File: src/rtl/digit_serial_addsub_pkg.sv
// -----------------------------------------------------------------------------
// digit_serial_addsub_pkg
// Shared definitions for the digit-serial adder/subtractor:
//   - state_e      : control FSM encoding (IDLE=0, RUN=1, DONE=2)
//   - calc_ndig    : number of DIGIT-bit slices in a WIDTH-bit operand
//   - calc_idx_w   : width of the slice index register (never below 1 bit)
//   - full_add     : one full-adder cell, returns {cout, s}
// -----------------------------------------------------------------------------
package digit_serial_addsub_pkg;

    typedef enum logic [1:0] {
        ST_IDLE = 2'd0,
        ST_RUN  = 2'd1,
        ST_DONE = 2'd2
    } state_e;

    function automatic int calc_ndig(input int width, input int digit);
        return width / digit;
    endfunction

    function automatic int calc_idx_w(input int ndig);
        return (ndig > 1) ? $clog2(ndig) : 1;
    endfunction

    // Full-adder cell: result is {carry_out, sum_bit}.
    function automatic logic [1:0] full_add(input logic a, input logic b, input logic c);
        logic [1:0] r;
        r[0] = a ^ b ^ c;
        r[1] = (a & b) | (a & c) | (b & c);
        return r;
    endfunction

endpackage

File: src/rtl/digit_adder.sv
// -----------------------------------------------------------------------------
// digit_adder
// Purely combinational DIGIT-bit ripple chain of full-adder cells.
// Ports:
//   a, b  : DIGIT-bit addends
//   cin   : carry into bit 0
//   s     : DIGIT-bit sum
//   cout  : carry out of bit DIGIT-1
//   cmsb  : carry into bit DIGIT-1 (XOR with cout gives signed overflow)
// -----------------------------------------------------------------------------
module digit_adder
    import digit_serial_addsub_pkg::*;
#(
    parameter int DIGIT = 4
) (
    input  logic [DIGIT-1:0] a,
    input  logic [DIGIT-1:0] b,
    input  logic             cin,
    output logic [DIGIT-1:0] s,
    output logic             cout,
    output logic             cmsb
);

    logic [DIGIT:0] c_s;

    // Ripple the carry through DIGIT full-adder cells.
    always_comb begin
        c_s    = '0;
        s      = '0;
        c_s[0] = cin;
        for (int i = 0; i < DIGIT; i++) begin
            {c_s[i+1], s[i]} = full_add(a[i], b[i], c_s[i]);
        end
    end

    assign cout = c_s[DIGIT];
    assign cmsb = c_s[DIGIT-1];

endmodule

File: src/rtl/digit_serial_addsub.sv
// -----------------------------------------------------------------------------
// digit_serial_addsub
// Multi-cycle adder/subtractor: processes WIDTH-bit operands one DIGIT-bit
// slice per clock, LSB first, with the inter-slice carry held in a register.
// Latency from an accepted start to done is NDIG+1 cycles (NDIG=WIDTH/DIGIT).
//
// Ports:
//   clk       rising-edge clock
//   reset     asynchronous, active-high reset
//   start     begin an operation (accepted only in IDLE or DONE)
//   sub       0: op1+op2, 1: op1-op2 (sampled with start)
//   op1, op2  WIDTH-bit operands (sampled with start)
//   busy      high while slices are being computed
//   done      one-cycle pulse when the result is valid
//   sum       result, held until the next accepted start
//   carry     carry out of the MSB (subtract: 1 = no borrow)
//   overflow  two's-complement overflow
//   zero      (only with ADDSUB_ZERO_FLAG_EN) result == 0, valid with done
//
// Optional feature macro: ADDSUB_ZERO_FLAG_EN
// -----------------------------------------------------------------------------
module digit_serial_addsub
    import digit_serial_addsub_pkg::*;
#(
    parameter int WIDTH = 32,
    parameter int DIGIT = 4
) (
    input  logic             clk,
    input  logic             reset,
    input  logic             start,
    input  logic             sub,
    input  logic [WIDTH-1:0] op1,
    input  logic [WIDTH-1:0] op2,
    output logic             busy,
    output logic             done,
    output logic [WIDTH-1:0] sum,
    output logic             carry,
    output logic             overflow
`ifdef ADDSUB_ZERO_FLAG_EN
    ,
    output logic             zero
`endif
);

    localparam int NDIG  = calc_ndig(WIDTH, DIGIT);
    localparam int IDX_W = calc_idx_w(NDIG);
    localparam logic [IDX_W-1:0] IDX_LAST = IDX_W'(NDIG - 1);

    if ((WIDTH % DIGIT) != 0) begin : g_param_check
        $fatal(1, "digit_serial_addsub: DIGIT must divide WIDTH exactly");
    end

    state_e                      state_q, state_d;
    logic [IDX_W-1:0]            idx_q, idx_d;
    logic [NDIG-1:0][DIGIT-1:0]  opa_q, opa_d;
    logic [NDIG-1:0][DIGIT-1:0]  opb_q, opb_d;
    logic [NDIG-1:0][DIGIT-1:0]  sum_q, sum_d;
    logic                        cy_q, cy_d;
    logic                        carry_q, carry_d;
    logic                        ovf_q, ovf_d;
    logic                        busy_q, busy_d;
    logic                        done_q, done_d;
`ifdef ADDSUB_ZERO_FLAG_EN
    logic                        zacc_q, zacc_d;
    logic                        zero_q, zero_d;
`endif

    logic [DIGIT-1:0]            dig_s;
    logic                        dig_cout_s;
    logic                        dig_cmsb_s;

    digit_adder #(
        .DIGIT (DIGIT)
    ) u_digit_adder (
        .a    (opa_q[idx_q]),
        .b    (opb_q[idx_q]),
        .cin  (cy_q),
        .s    (dig_s),
        .cout (dig_cout_s),
        .cmsb (dig_cmsb_s)
    );

    // Next-state, datapath update and output-register decode.
    always_comb begin
        state_d = state_q;
        idx_d   = idx_q;
        opa_d   = opa_q;
        opb_d   = opb_q;
        sum_d   = sum_q;
        cy_d    = cy_q;
        carry_d = carry_q;
        ovf_d   = ovf_q;
        busy_d  = 1'b0;
        done_d  = 1'b0;
`ifdef ADDSUB_ZERO_FLAG_EN
        zacc_d  = zacc_q;
        zero_d  = zero_q;
`endif
        case (state_q)
            ST_IDLE, ST_DONE: begin
                if (start) begin
                    // Subtract as op1 + ~op2 + 1: the +1 enters as the first carry.
                    state_d = ST_RUN;
                    idx_d   = '0;
                    opa_d   = op1;
                    opb_d   = sub ? ~op2 : op2;
                    cy_d    = sub;
                    busy_d  = 1'b1;
`ifdef ADDSUB_ZERO_FLAG_EN
                    zacc_d  = 1'b1;
`endif
                end else begin
                    state_d = ST_IDLE;
                end
            end
            ST_RUN: begin
                sum_d[idx_q] = dig_s;
                cy_d         = dig_cout_s;
`ifdef ADDSUB_ZERO_FLAG_EN
                zacc_d       = zacc_q & (dig_s == '0);
`endif
                if (idx_q == IDX_LAST) begin
                    // Flags come from the top slice only.
                    state_d = ST_DONE;
                    done_d  = 1'b1;
                    carry_d = dig_cout_s;
                    ovf_d   = dig_cout_s ^ dig_cmsb_s;
`ifdef ADDSUB_ZERO_FLAG_EN
                    zero_d  = zacc_q & (dig_s == '0);
`endif
                end else begin
                    idx_d  = idx_q + IDX_W'(1);
                    busy_d = 1'b1;
                end
            end
            default: begin
                state_d = ST_IDLE;
            end
        endcase
    end

    // State and datapath registers with asynchronous reset.
    always_ff @(posedge clk or posedge reset) begin
        if (reset) begin
            state_q <= ST_IDLE;
            idx_q   <= '0;
            opa_q   <= '0;
            opb_q   <= '0;
            sum_q   <= '0;
            cy_q    <= 1'b0;
            carry_q <= 1'b0;
            ovf_q   <= 1'b0;
            busy_q  <= 1'b0;
            done_q  <= 1'b0;
`ifdef ADDSUB_ZERO_FLAG_EN
            zacc_q  <= 1'b0;
            zero_q  <= 1'b0;
`endif
        end else begin
            state_q <= state_d;
            idx_q   <= idx_d;
            opa_q   <= opa_d;
            opb_q   <= opb_d;
            sum_q   <= sum_d;
            cy_q    <= cy_d;
            carry_q <= carry_d;
            ovf_q   <= ovf_d;
            busy_q  <= busy_d;
            done_q  <= done_d;
`ifdef ADDSUB_ZERO_FLAG_EN
            zacc_q  <= zacc_d;
            zero_q  <= zero_d;
`endif
        end
    end

    assign busy     = busy_q;
    assign done     = done_q;
    assign sum      = sum_q;
    assign carry    = carry_q;
    assign overflow = ovf_q;
`ifdef ADDSUB_ZERO_FLAG_EN
    assign zero     = zero_q;
`endif

endmodule

File: config.mk
export PLATFORM = sky130hd
export DESIGN_NAME = digit_serial_addsub
export DESIGN_NICKNAME = d
export VERILOG_FILES = /design/src/rtl/digit_serial_addsub_pkg.sv /design/src/rtl/digit_adder.sv /design/src/rtl/digit_serial_addsub.sv
export SDC_FILE = /design/constraint.sdc
export NUM_CORES = 1
export LEC_CHECK = 0
export ABC_AREA = 1
export BUFFER_PORTS_ARGS = -buffer_cell sky130_fd_sc_hd__buf_2
export CORE_UTILIZATION = 45
export DETAILED_ROUTE_END_ITERATION = 8
export GPL_ROUTABILITY_DRIVEN = 0
export PLACE_DENSITY = 0.71
export SKIP_LAST_GASP = 1
export SLEW_MARGIN = 20
export SYNTH_ARGS = -nofsm -noshare
export SYNTH_HDL_FRONTEND = slang
export SYNTH_HIERARCHICAL = 1
export SYNTH_SLANG_ARGS = --single-unit
File: constraint.sdc
create_clock -name clk -period 4 [get_ports clk]
set_input_delay 0 -clock clk [delete_from_list [all_inputs] [get_ports clk]]
set_output_delay 0 -clock clk [all_outputs]
set_load 0.02 [all_outputs]
[Word-level counts from Yosys, hierarchy flattened]
Index checks and enable logic that the tools add are counted.
Widths: inputs -> output; s select.
Word-level totals
  input port bits: 68
  memories: 0
  RAM bits: 0
  memory bits (read-only): 0
  register bits: 106
  output and inout port bits: 36
  word-level logic and storage cells: 99
  latch bits: 0
Operators by class
  bitwise logic cells: 30
  add/subtract/negate cells: 1
  eq/ne operators: 6
  reduce and logical (&&, ||, !) cells: 8
  multipliers: 0
  div/mod/pow operators: 0
  shift-type cells: 0
  multiplexer cells: 21
  order comparisons: 2
Operators by type and width (count)
  $bwmux 32: 1
  $mux 32: 1
  $not 32->32: 1
  $bmux 4 s3: 2
  $and 1x1->1: 12
  $demux 4 s3: 1
  $mux 4: 3
  $xor 1x1->1: 9
  $or 1x1->1: 8
  $mux 1: 6
  $mux 3: 2
  $ne 2x2->1 const B: 3
  $pmux 3 s2: 1
  $reduce_and 2->1: 3
  $lt 3x4->1 const B: 1
  $pmux 1 s2: 2
  $pmux 2 s2: 1
  $add 3x1->3 const B: 1
  $eq 3x3->1 const B: 1
  $ge 3x1->1 const B: 1
  $reduce_and 3->1: 1
  $eq 2x1->1 const B: 1
  $eq 2x2->1 const B: 1
  $logic_not 2->1: 1
  4 further kinds: 4

[Longest topological paths before layout]
Gate-level depths: netlist of run 1.
  word-level depth: 15
  depth in mapped cells: 19
  mapped depth without buffers: 17

[Hierarchy]
Netlist of run 1, hierarchy kept.
Modules (own cells, without submodules)
  digit_serial_addsub: sequential area each 2652.5 µm², area an instance 5163.7 µm², cells an instance 662, times used 1
  digit_adder: sequential area each 0.0 µm², area an instance 117.6 µm², cells an instance 14, times used 1

[Worst setup path before layout of run 1]
Ideal clock, no wire load.
  path type: register to register
  start point: register idx_q[0]
  end point: register sum_q, in the netlist sum[11]
  library setup time: 0.065 ns
  data arrival time: 2.874 ns
  cell stages (with the launch flop): 20
  required time: 3.935 ns
  buffers on the path: 3
  clock period less this slack: 2.939 ns
  setup slack: 1.061 ns
  cells stage by stage: dfrtp_1 -> buf_4 -> inv_4 -> buf_4 -> nand2_1 -> nand3_1 -> nand2_1 -> inv_1 -> nand2_1 -> inv_1 -> fa_1 -> inv_1 -> fa_1 -> fa_1 -> inv_1 -> fa_1 -> inv_1 -> buf_1 -> nand2_1 -> nand2_1
On the way
  word-level cells in the longest chain between the ends: 13
  elaborated cells between the ends (all ways): 27
  those cells by class: 2 x order compare; 7 x mux; 17 x bitwise; 1 x reduce/logical
RTL lines
  start, declared: RTL line digit_serial_addsub.sv:54  | logic [IDX_W-1:0] idx_q, idx_d;
  start signal, assigned: RTL line digit_serial_addsub.sv:161  | idx_q <= idx_d;
  $bmux 4 s3 (on tied branches): RTL line digit_serial_addsub.sv:75, digit_serial_addsub.sv:76
  $mux 4 (on tied branches): RTL line digit_serial_addsub.sv:75, digit_serial_addsub.sv:76
  $and 1x1->1: RTL line digit_serial_addsub_pkg.sv:29  | r[1] = (a & b) | (a & c) | (b & c);
  $or 1x1->1 (2 in series): RTL line digit_serial_addsub_pkg.sv:29
  $and 1x1->1: RTL line digit_serial_addsub_pkg.sv:29
  $or 1x1->1 (2 in series): RTL line digit_serial_addsub_pkg.sv:29
  $and 1x1->1: RTL line digit_serial_addsub_pkg.sv:29
  $or 1x1->1: RTL line digit_serial_addsub_pkg.sv:29
  $or 1x1->1 *: RTL line digit_serial_addsub_pkg.sv:29
  net dig_cmsb_s: RTL line digit_serial_addsub.sv:70  | logic dig_cmsb_s;
  $xor 1x1->1 *: RTL line digit_serial_addsub_pkg.sv:28  | r[0] = a ^ b ^ c;
  net dig_s[3]: RTL line digit_serial_addsub.sv:68  | logic [DIGIT-1:0] dig_s;
  $bwmux 32 *: RTL line digit_serial_addsub.sv:117  | sum_d[idx_q] = dig_s;
  end signal, assigned: RTL line digit_serial_addsub.sv:164  | sum_q <= sum_d;
  end, declared: RTL line digit_serial_addsub.sv:57  | logic [NDIG-1:0][DIGIT-1:0] sum_q, sum_d;
Mark *: on every way through the listed nets, which the timed path passes. The rest lies on a longest branch. The select of a mux whose other input is x is not followed.
A chain may end at the register's enable or synchronous reset.

[Final worst setup path of run 1]
  start point: register idx_q[2]
  end point: register sum_q, in the netlist sum[23]
The elaborated chain is that of the path after synthesis.

==> impl_metrics.yaml, run 1 <==
floorplan:
  die_w_um: 110
  pin_count: 104
  die_area_um2: 12200
  rows: 39
  start_util_pct: 46.3
  die_height_um: 110
  core-area_um2: 11400
yosys:
  avgSynthCellArea_um2: 7.81
  syn-instance-count: 676
  synth_seq_cells: 106
  yosys_warnings: 6
  synth.distinct_cells: 22
  syn_nets: 750
  seq_area_frac_synth_pct: 50.2
  synth_area_um2: 5280
grt:
  grt_max_degree: 72
  grt_pass1_vias: 4479
  antenna_found_initial: 0
  grt_overflow: 0
  grt_use_total_pct: 21.9
  grt_pass1_wl_um: 20300
routing:
  viasPerCell: 4.64
  routed_wl_um: 12400
  num_vias: 4544
  drt_iter0_drc: 333
  wire_per_inst_um: 12.6
  antenna_left: 0
  drtPass1Iterations: 5
  drcViolationCount: 0
pwr:
  p_switching_uw: 2510
  power_density_nw_per_um2: 801
  p_comb_share_pct: 50.3
  seqPwrFrac_pct: 33.2
  swShare_pct: 46.0
  total_power_uw: 5460
  intPower_uw: 2950
  p_clk_share_pct: 16.5
  ir_worst_vdd_mv: 0.412
  p_leak_uw: 0.00365
cts:
  clk_latency_ns: 0.35
  htreeDepth: 3
  cts.repair.resized: 0
  cts_tree: "yes"
  clock-sinks: 106
  cts_buffers: 9
  cts-hold-fix-buffers: 65
  cts.clk_slew.worst_paths_ns: 0.07
  clock-root-buffer: "clkbuf_16"
  cts_buffer_depth: 2
  post_cts_buffers: 0
setup_path:
  critPathMaxStageDelay_ns: 0.47
  path_delay_family: "adder cells"
  worst_setup_path_start_kind: "flop"
  path_common_cell: "inv_1"
  crit_chain: "inv_1, nor2_1, nand3_1, nand2_1, inv_1, nand2_1, inv_1, fa_1, inv_1, fa_1, fa_1, inv_1, fa_1, inv_1, nand2_1, nand2_1"
  arrival_ns: 3.37
  path_buf_inv: 6
  cpMaxStageDelayCell: "fa_1"
  cp-end-kind: "flop"
  worstPathMaxFanout: 8
  critPathRequiredTime_ns: 4.25
  worst-setup-path-type: "reg2reg"
place:
  portBuffers: 103
  dp_hpwl_um: 8280
timing:
  setup_tns_ns: 0
  setup_viol: 0
  max_freq_mhz: 320
  worstMarginPinSlew_ns: 0.877
  finalHoldViolCount: 0
  fin_crit_ns: 3.12
  hold_slack_ns: 0.320
  clock_skew_ns: 0.00872
  slew_viol_final: 0
  rsz0062_at_grt: "false"
  relSlewSlack_pct: 41.6
  fin_crit_sh_pct: 78.0
hold_path:
  hold_class: "in2reg"
finish:
  final_util_pct: 59.6
  area_growth_pct: 28.9
  regArea_um2: 2650
  fill_cells: 1073
  num_antenna_cells: 0
  drive_gt1_share_pct: 17.7
  multi_input_area_um2: 2060
  fin_nets: 905
run:
  max-cap-violations: 0
status:
  status: "complete, no violations"
Yosys cell counts:
cell type,instances,area [µm²]
dfrtp_1,106,2650
nand3_1,34,170
o21ai_0,34,170
nor2_1,7,26.3
inv_1,99,372
xor2_1,1,8.76
clkbuf_2,2,10.0
inv_4,1,6.26
fa_1,4,80.1
nor2_4,1,11.3
o21ai_1,34,170
nand2_2,5,31.3
nor2_2,10,62.6
ha_1,2,25.0
buf_4,7,52.6
nand4_1,1,6.26
inv_2,4,15.0
xnor2_1,32,280
buf_1,4,15.0
buf_6,2,22.5
nand2_1,270,1010
buf_2,16,80.1
registers in the layout (all words and copies together), names as in the netlist:
signal	flops
opa_q	32
opb_q	32
sum	32
idx_q	3
state_q	2
busy	1
carry	1
cy_q	1
done	1
overflow	1
cell usage in the layout, fill, tap and decap left out, drive strengths merged:
| cell | count |
|---|---|
| buf | 110 |
| bufinv | 1 |
| clkbuf | 9 |
| clkinv | 3 |
| clkinvlp | 1 |
| dfrtp | 106 |
| dlygate4sd3 | 65 |
| fa | 4 |
| ha | 2 |
| inv | 106 |
| nand2 | 275 |
| nand3 | 34 |
| nand4 | 1 |
| nor2 | 18 |
| o21ai | 68 |
| xnor2 | 32 |
| xor2 | 1 |
worst min-delay path, stage by stage:
cell	delay [ns]
buf_2	0.11
nand2_4	0.33
nand2_1	0.18
area by class of cell:
cell class / count / share of cell area, %
clock buffer: 9 / 3.31
timing repair buffer: 175 / 17.9
inverter: 104 / 5.81
tap: 143 / 2.63
multi-input combinational: 435 / 30.3
sequential: 106 / 39.0
clock inverter: 7 / 1.14
worst paths after layout:
path	startpoint	endpoint	slack, ns	cells after the start
worst min-delay path	start	busy	0.32	3
min in group asynchronous	reset	opa_q[22]	0.35	3
max in group asynchronous	reset	opa_q[5]	2.63	4
worst min register to register	sum[6]	sum[6]	0.48	2
worst max register to register	idx_q[2]	sum[23]	0.88	16
worst max-delay path	idx_q[2]	sum[23]	0.88	16
routing by layer:
layer | share of wire (%) | track usage (%)
met1 | 46 | 27.5
met2 | 47 | 37.7
met3 | 4.2 | 2.65
met4 | 2.0 | 10.2
met5 | 0 | 0
power groups by stage:
stage / registers (µW) / logic (µW) / clock network [µW]
2_1_floorplan: 1960 / 1820 / 0
3_3_place_gp: 1810 / 2630 / 0
3_5_place_dp: 1830 / 2690 / 0
4_1_cts: 1810 / 2750 / 919
5_1_grt: 1870 / 3120 / 955
6_report: 1810 / 2750 / 898
per-stage QoR:
stage,setup WS (ns),instance area [µm²],cells
6_report,0.879,6810,979
5_1_grt,0.628,6810,979
4_1_cts,0.900,6800,979
3_5_place_dp,0.925,5850,898
3_3_place_gp,1.00,5850,898
2_1_floorplan,1.06,5280,676
logic make-up (layout without fill, tap and decap cells):
family | after synthesis | count (layout) | synth area share, %
DFF | 106 | 106 | 50.2
buffers and inverters | 135 | 295 | 10.9
adders and majority gates | 6 | 6 | 1.99
AOI/OAI and AO/OA | 68 | 68 | 6.44
xor gates and xnor gates | 33 | 33 | 5.47
and+or+nand+nor | 328 | 328 | 25.0
Power figures use the tool's default switching activity.
==> inputs of run 2 (changes only) <==
==> constraint.sdc (replaced) <==
create_clock -name clk -period 3.1 [get_ports clk]
set_input_delay 0 -clock clk [delete_from_list [all_inputs] [get_ports clk]]
set_output_delay 0 -clock clk [all_outputs]
set_load 0.02 [all_outputs]
==> impl_metrics.yaml, run 2 (same netlist as run 1, synthesis figures left out) <==
timing:
  fin_crit_ns: 2.91
  max_freq_mhz: 343
  hold_slack_ns: 0.308
  setup_tns_ns: 0
  finalHoldViolCount: 0
  fin_crit_sh_pct: 94.0
  rsz0062_at_grt: "false"
  clock_skew_ns: 0.00946
  worstMarginPinSlew_ns: 0.938
  setup_viol: 0
  slew_viol_final: 0
  relSlewSlack_pct: 37.4
place:
  dpl_cell_area_um2: 5910
  portBuffers: 103
  dp_hpwl_um: 8480
pwr:
  total_power_uw: 7240
  p_switching_uw: 3290
  intPower_uw: 3950
  swShare_pct: 45.5
  seqPwrFrac_pct: 32.4
  ir_worst_vdd_mv: 0.564
  p_clk_share_pct: 16.3
  p_comb_share_pct: 51.3
  p_leak_uw: 0.00370
  power_density_nw_per_um2: 1050
grt:
  grt_busiest_layer: "met2"
  antenna_found_initial: 0
  grt_use_total_pct: 22.5
  grt_pass1_vias: 4680
  grt_overflow: 0
  grt_pass1_wl_um: 21000
  use_met3_pct: 4.35
  met1_usage_pct: 28.9
  met2_usage_pct: 38.6
  grt_max_degree: 71
finish:
  mostFrequentLayoutCells: "nand2_1, dfrtp_1, buf_2"
  design_area_um2: 6920
  final_util_pct: 60.6
  final_common_cell: "nand2_1"
  area_growth_pct: 31.1
  drive_gt1_share_pct: 19.3
  fin_nets: 913
  num_antenna_cells: 0
  fill_cells: 987
cts:
  cts.clk_slew.worst_paths_ns: 0.07
  clock-root-buffer: "clkbuf_16"
  cts_buffer_depth: 2
  clk_latency_ns: 0.35
  cts_buffers: 9
  clock-sinks: 106
  htreeDepth: 3
  cts_tree: "yes"
setup_path:
  cp-end-kind: "flop"
  worstPathMaxFanout: 23
  worst_setup_path_start_kind: "flop"
  arrival_ns: 3.20
  critPathRequiredTime_ns: 3.39
  worst-setup-path-type: "reg2reg"
routing:
  drcViolationCount: 0
  antenna_left: 0
  num_vias: 4663
  drtPass1Iterations: 5
  routed_wl_um: 12800
  wire_per_inst_um: 13.0
  drt_iter0_drc: 278
  viasPerCell: 4.72
floorplan:
  die_height_um: 110
  die_area_um2: 12200
  die_w_um: 110
  pin_count: 104
  start_util_pct: 46.3
  rows: 39
  core-area_um2: 11400
run:
  max-cap-violations: 0
hold_path:
  hold_class: "in2reg"
status:
  status: "complete, no violations"
run 2: cell types whose count changed in the layout (fill, tap and decap cells not counted), sizes merged:
| cell | change |
|---|---|
| inv | +1 |
| buf | +7 |
| clkinv | -2 |
| clkbuf | +2 |
run 2: power groups by stage:
stage	Clock, µW	Combinational, µW	Sequential, µW
floorplan	0	2350	2530
global placement	0	3480	2340
detailed placement	0	3560	2350
CTS	1200	3670	2330
global route	1250	4250	2420
finish	1180	3710	2350
run 2: worst paths after layout:
| path | slack, ns | to | startpoint | cells after the start |
|---|---|---|---|---|
| setup / recovery | 0.19 | sum[15] | idx_q[0] | 16 |
| hold / removal | 0.31 | busy | start | 4 |
| setup reg to reg | 0.19 | sum[15] | idx_q[0] | 16 |
| hold reg to reg | 0.48 | sum[9] | sum[9] | 2 |
| max in group asynchronous | 1.95 | opb_q[28] | reset | 4 |
| min in group asynchronous | 0.32 | opa_q[22] | reset | 3 |
run 2: cell type report:
type | instances | area [µm²] | share of cell area [%]
Multi-Input combinational cell | 435 | 2070 | 29.9
Tap cell | 143 | 179 | 2.58
Sequential cell | 106 | 2660 | 38.3
Timing Repair Buffer | 183 | 1310 | 18.9
Clock buffer | 10 | 239 | 3.45
Inverter | 104 | 400 | 5.78
Clock inverter | 6 | 71.3 | 1.03
run 2: metal layers:
layer | up-vias | wire length (µm) | share of wire [%]
li1 | 2351 | - | -
met1 | 2169 | 5850 | 46
met2 | 126 | 6160 | 48
met3 | 17 | 599 | 4.7
met4 | 0 | 209 | 1.6
met5 | - | 0 | 0
run 2: repair_timing:
item,CTS,global route
endpoints found under the setup margin,0,9
endpoints found under the hold margin,121,0
resized for setup,0,10
hold buffers,65,0
setup buffers,0,1
run 2: critical path: stages, from the launching register on:
cell and delay (ns):
dfrtp_2 0.47, inv_8 0.15, nand2_1 0.07, nand3_1 0.10, nand2_1 0.06, inv_1 0.06
nand2_1 0.05, inv_1 0.07, fa_1 0.16, inv_1 0.04, fa_1 0.37, fa_1 0.42
inv_1 0.10, fa_1 0.43, inv_2 0.15, nand2_1 0.08, nand2_1 0.06
run 2: per-stage QoR:
stage | worst slack [ns] | cells
after global routing | 0.00525 | 987
after CTS | 0.0308 | 985
after floorplan | 0.161 | 676
after global placement | 0.137 | 904
final | 0.185 | 987
after detailed placement | 0.0803 | 904
==> inputs of run 3 (changes only) <==
--- a/config.mk
+++ b/config.mk
@@ -11,6 +11,7 @@
 export DETAILED_ROUTE_END_ITERATION = 8
 export GPL_ROUTABILITY_DRIVEN = 0
 export PLACE_DENSITY = 0.71
+export RECOVER_POWER = 25
 export SKIP_LAST_GASP = 1
 export SLEW_MARGIN = 20
 export SYNTH_ARGS = -nofsm -noshare
==> impl_metrics.yaml, run 3 (same netlist as run 1, synthesis figures left out) <==
setup_path:
  r2r-end: "sum[15]"
  cpMaxStageDelayCell: "dfrtp_2"
  cp-end-kind: "flop"
  crit_chain: "inv_8, nand2_1, nand3_1, nand2_1, inv_1, nand2_1, inv_1, fa_1, inv_1, fa_1, fa_1, inv_1, fa_1, inv_2, nand2_1, nand2_1"
  critPathRequiredTime_ns: 3.39
  r2r_setup_slack_ns: 0.19
  path_common_cell: "nand2_1"
  worst_setup_path_start_kind: "flop"
  critPathMaxStageDelay_ns: 0.47
  arrival_ns: 3.20
  worst-setup-path-type: "reg2reg"
  reg2reg_from: "idx_q[0]"
  reg2reg_depth: 16
  worstPathMaxFanout: 23
finish:
  num_antenna_cells: 0
  mostFrequentLayoutCells: "nand2_1, dfrtp_1, inv_1"
  final_common_cell: "nand2_1"
  drive_gt1_share_pct: 14.9
  regArea_um2: 2660
  area_growth_pct: 30.2
  multi_input_area_um2: 2070
  fill_cells: 1006
  fin_nets: 913
  design_area_um2: 6880
grt:
  grt_pass1_vias: 4680
  grt_max_degree: 71
  grt_pass1_wl_um: 21000
  antenna_found_initial: 0
  grt_use_total_pct: 22.5
  grt_overflow: 0
timing:
  setup_viol: 0
  worstMarginPinSlew_ns: 2.22
  relSlewSlack_pct: -48.0
  slew_viol_final: 60
  finalHoldViolCount: 0
  setup_tns_ns: 0
  rsz0062_at_grt: "false"
  fin_crit_ns: 2.91
  fin_crit_sh_pct: 94.0
  clock_skew_ns: 0.00947
  max_freq_mhz: 343
floorplan:
  pin_count: 104
  start_util_pct: 46.3
  core-area_um2: 11400
  die_area_um2: 12200
  die_height_um: 110
  rows: 39
  die_w_um: 110
status:
  status: "finished, violations left"
  failed_checks: "capacitance limit, slew limit"
place:
  dpl_cell_area_um2: 5910
  dp_hpwl_um: 8480
  portBuffers: 103
cts:
  cts_tree: "yes"
  clk_latency_ns: 0.35
  clock-root-buffer: "clkbuf_16"
  cts_buffer_depth: 2
  cts.clk_slew.worst_paths_ns: 0.07
  htreeDepth: 3
  clock-sinks: 106
  cts_buffers: 9
pwr:
  p_comb_share_pct: 50.8
  p_switching_uw: 3290
  power_density_nw_per_um2: 1040
  p_leak_uw: 0.00357
  intPower_uw: 3890
  swShare_pct: 45.8
  p_clk_share_pct: 16.4
  seqPwrFrac_pct: 32.8
  ir_worst_vdd_mv: 0.563
hold_path:
  min_to: "busy"
  hold_path_depth: 4
  hp-start: "start"
  hold_class: "in2reg"
routing:
  antenna_left: 0
  wire_per_inst_um: 13.0
  num_vias: 4673
  viasPerCell: 4.73
  drt_iter0_drc: 307
  routed_wl_um: 12800
  drtPass1Iterations: 5
  drcViolationCount: 0
run:
  max-cap-violations: 1
run 3: metal layers:
metal  vias up  global-route usage, %  wire length [µm]
met4         0                   6.77               224
met3        17                   4.35               578
li1       2351                      -                 -
met1      2173                   28.9              5800
met2       132                   38.6              6230
met5         -                      0                 0
run 3: power by group through the flow:
| stage | clock [µW] | combinational [µW] | sequential [µW] |
|---|---|---|---|
| finish | 1180 | 3650 | 2350 |
| global route | 1250 | 4200 | 2420 |
| CTS | 1200 | 3670 | 2330 |
| detailed placement | 0 | 3560 | 2350 |
| global placement | 0 | 3480 | 2340 |
| floorplan | 0 | 2350 | 2530 |
run 3: critical path, delay by kind of cell, from the launching register on:
family	cells	cell delay (ns)
adders and majority gates	4	1.38
buffers and inverters	6	0.57
DFF	1	0.47
and+or+nand+nor	6	0.42
run 3: layout make-up:
type,count,share of cell area (%)
Clock buffer,10,3.48
Clock inverter,6,1.04
Inverter,104,5.79
Multi-Input combinational cell,435,30.1
Sequential cell,106,38.6
Tap cell,143,2.60
Timing Repair Buffer,183,18.4
run 3: through the flow:
| stage | power [µW] | utilization [%] | hold slack (ns) | worst slack, ns | instances |
|---|---|---|---|---|---|
| final | 7180 | 60.2 | 0.308 | 0.187 | 987 |
| after global routing | 7870 | 60.2 | 0.374 | 0.00525 | 987 |
| after CTS | 7200 | 60.2 | 0.322 | 0.0308 | 985 |
| after detailed placement | 5910 | 51.7 | 0.174 | 0.0803 | 904 |
| after global placement | 5810 | 51.7 | 0.162 | 0.137 | 904 |
| after floorplan | 4880 | - | 0.127 | 0.161 | 676 |
run 3: timing repair:
action,in CTS,in global routing
resized for setup,0,10
endpoints found under the hold margin,121,0
endpoints found under the setup margin,0,9
buffers inserted,0,1
hold buffers,65,0
run 3: worst max-delay path by stage:
stage,startpoint,endpoint,slack (ns),cells after the start
3_3_place_gp,idx_q[2],sum[15],0.14,16
6_report,idx_q[0],sum[15],0.19,16
5_1_grt,idx_q[0],sum[27],0.005,16
2_1_floorplan,idx_q[0],sum[11],0.16,19
4_1_cts,idx_q[2],sum[15],0.03,16
3_5_place_dp,idx_q[2],sum[15],0.08,16
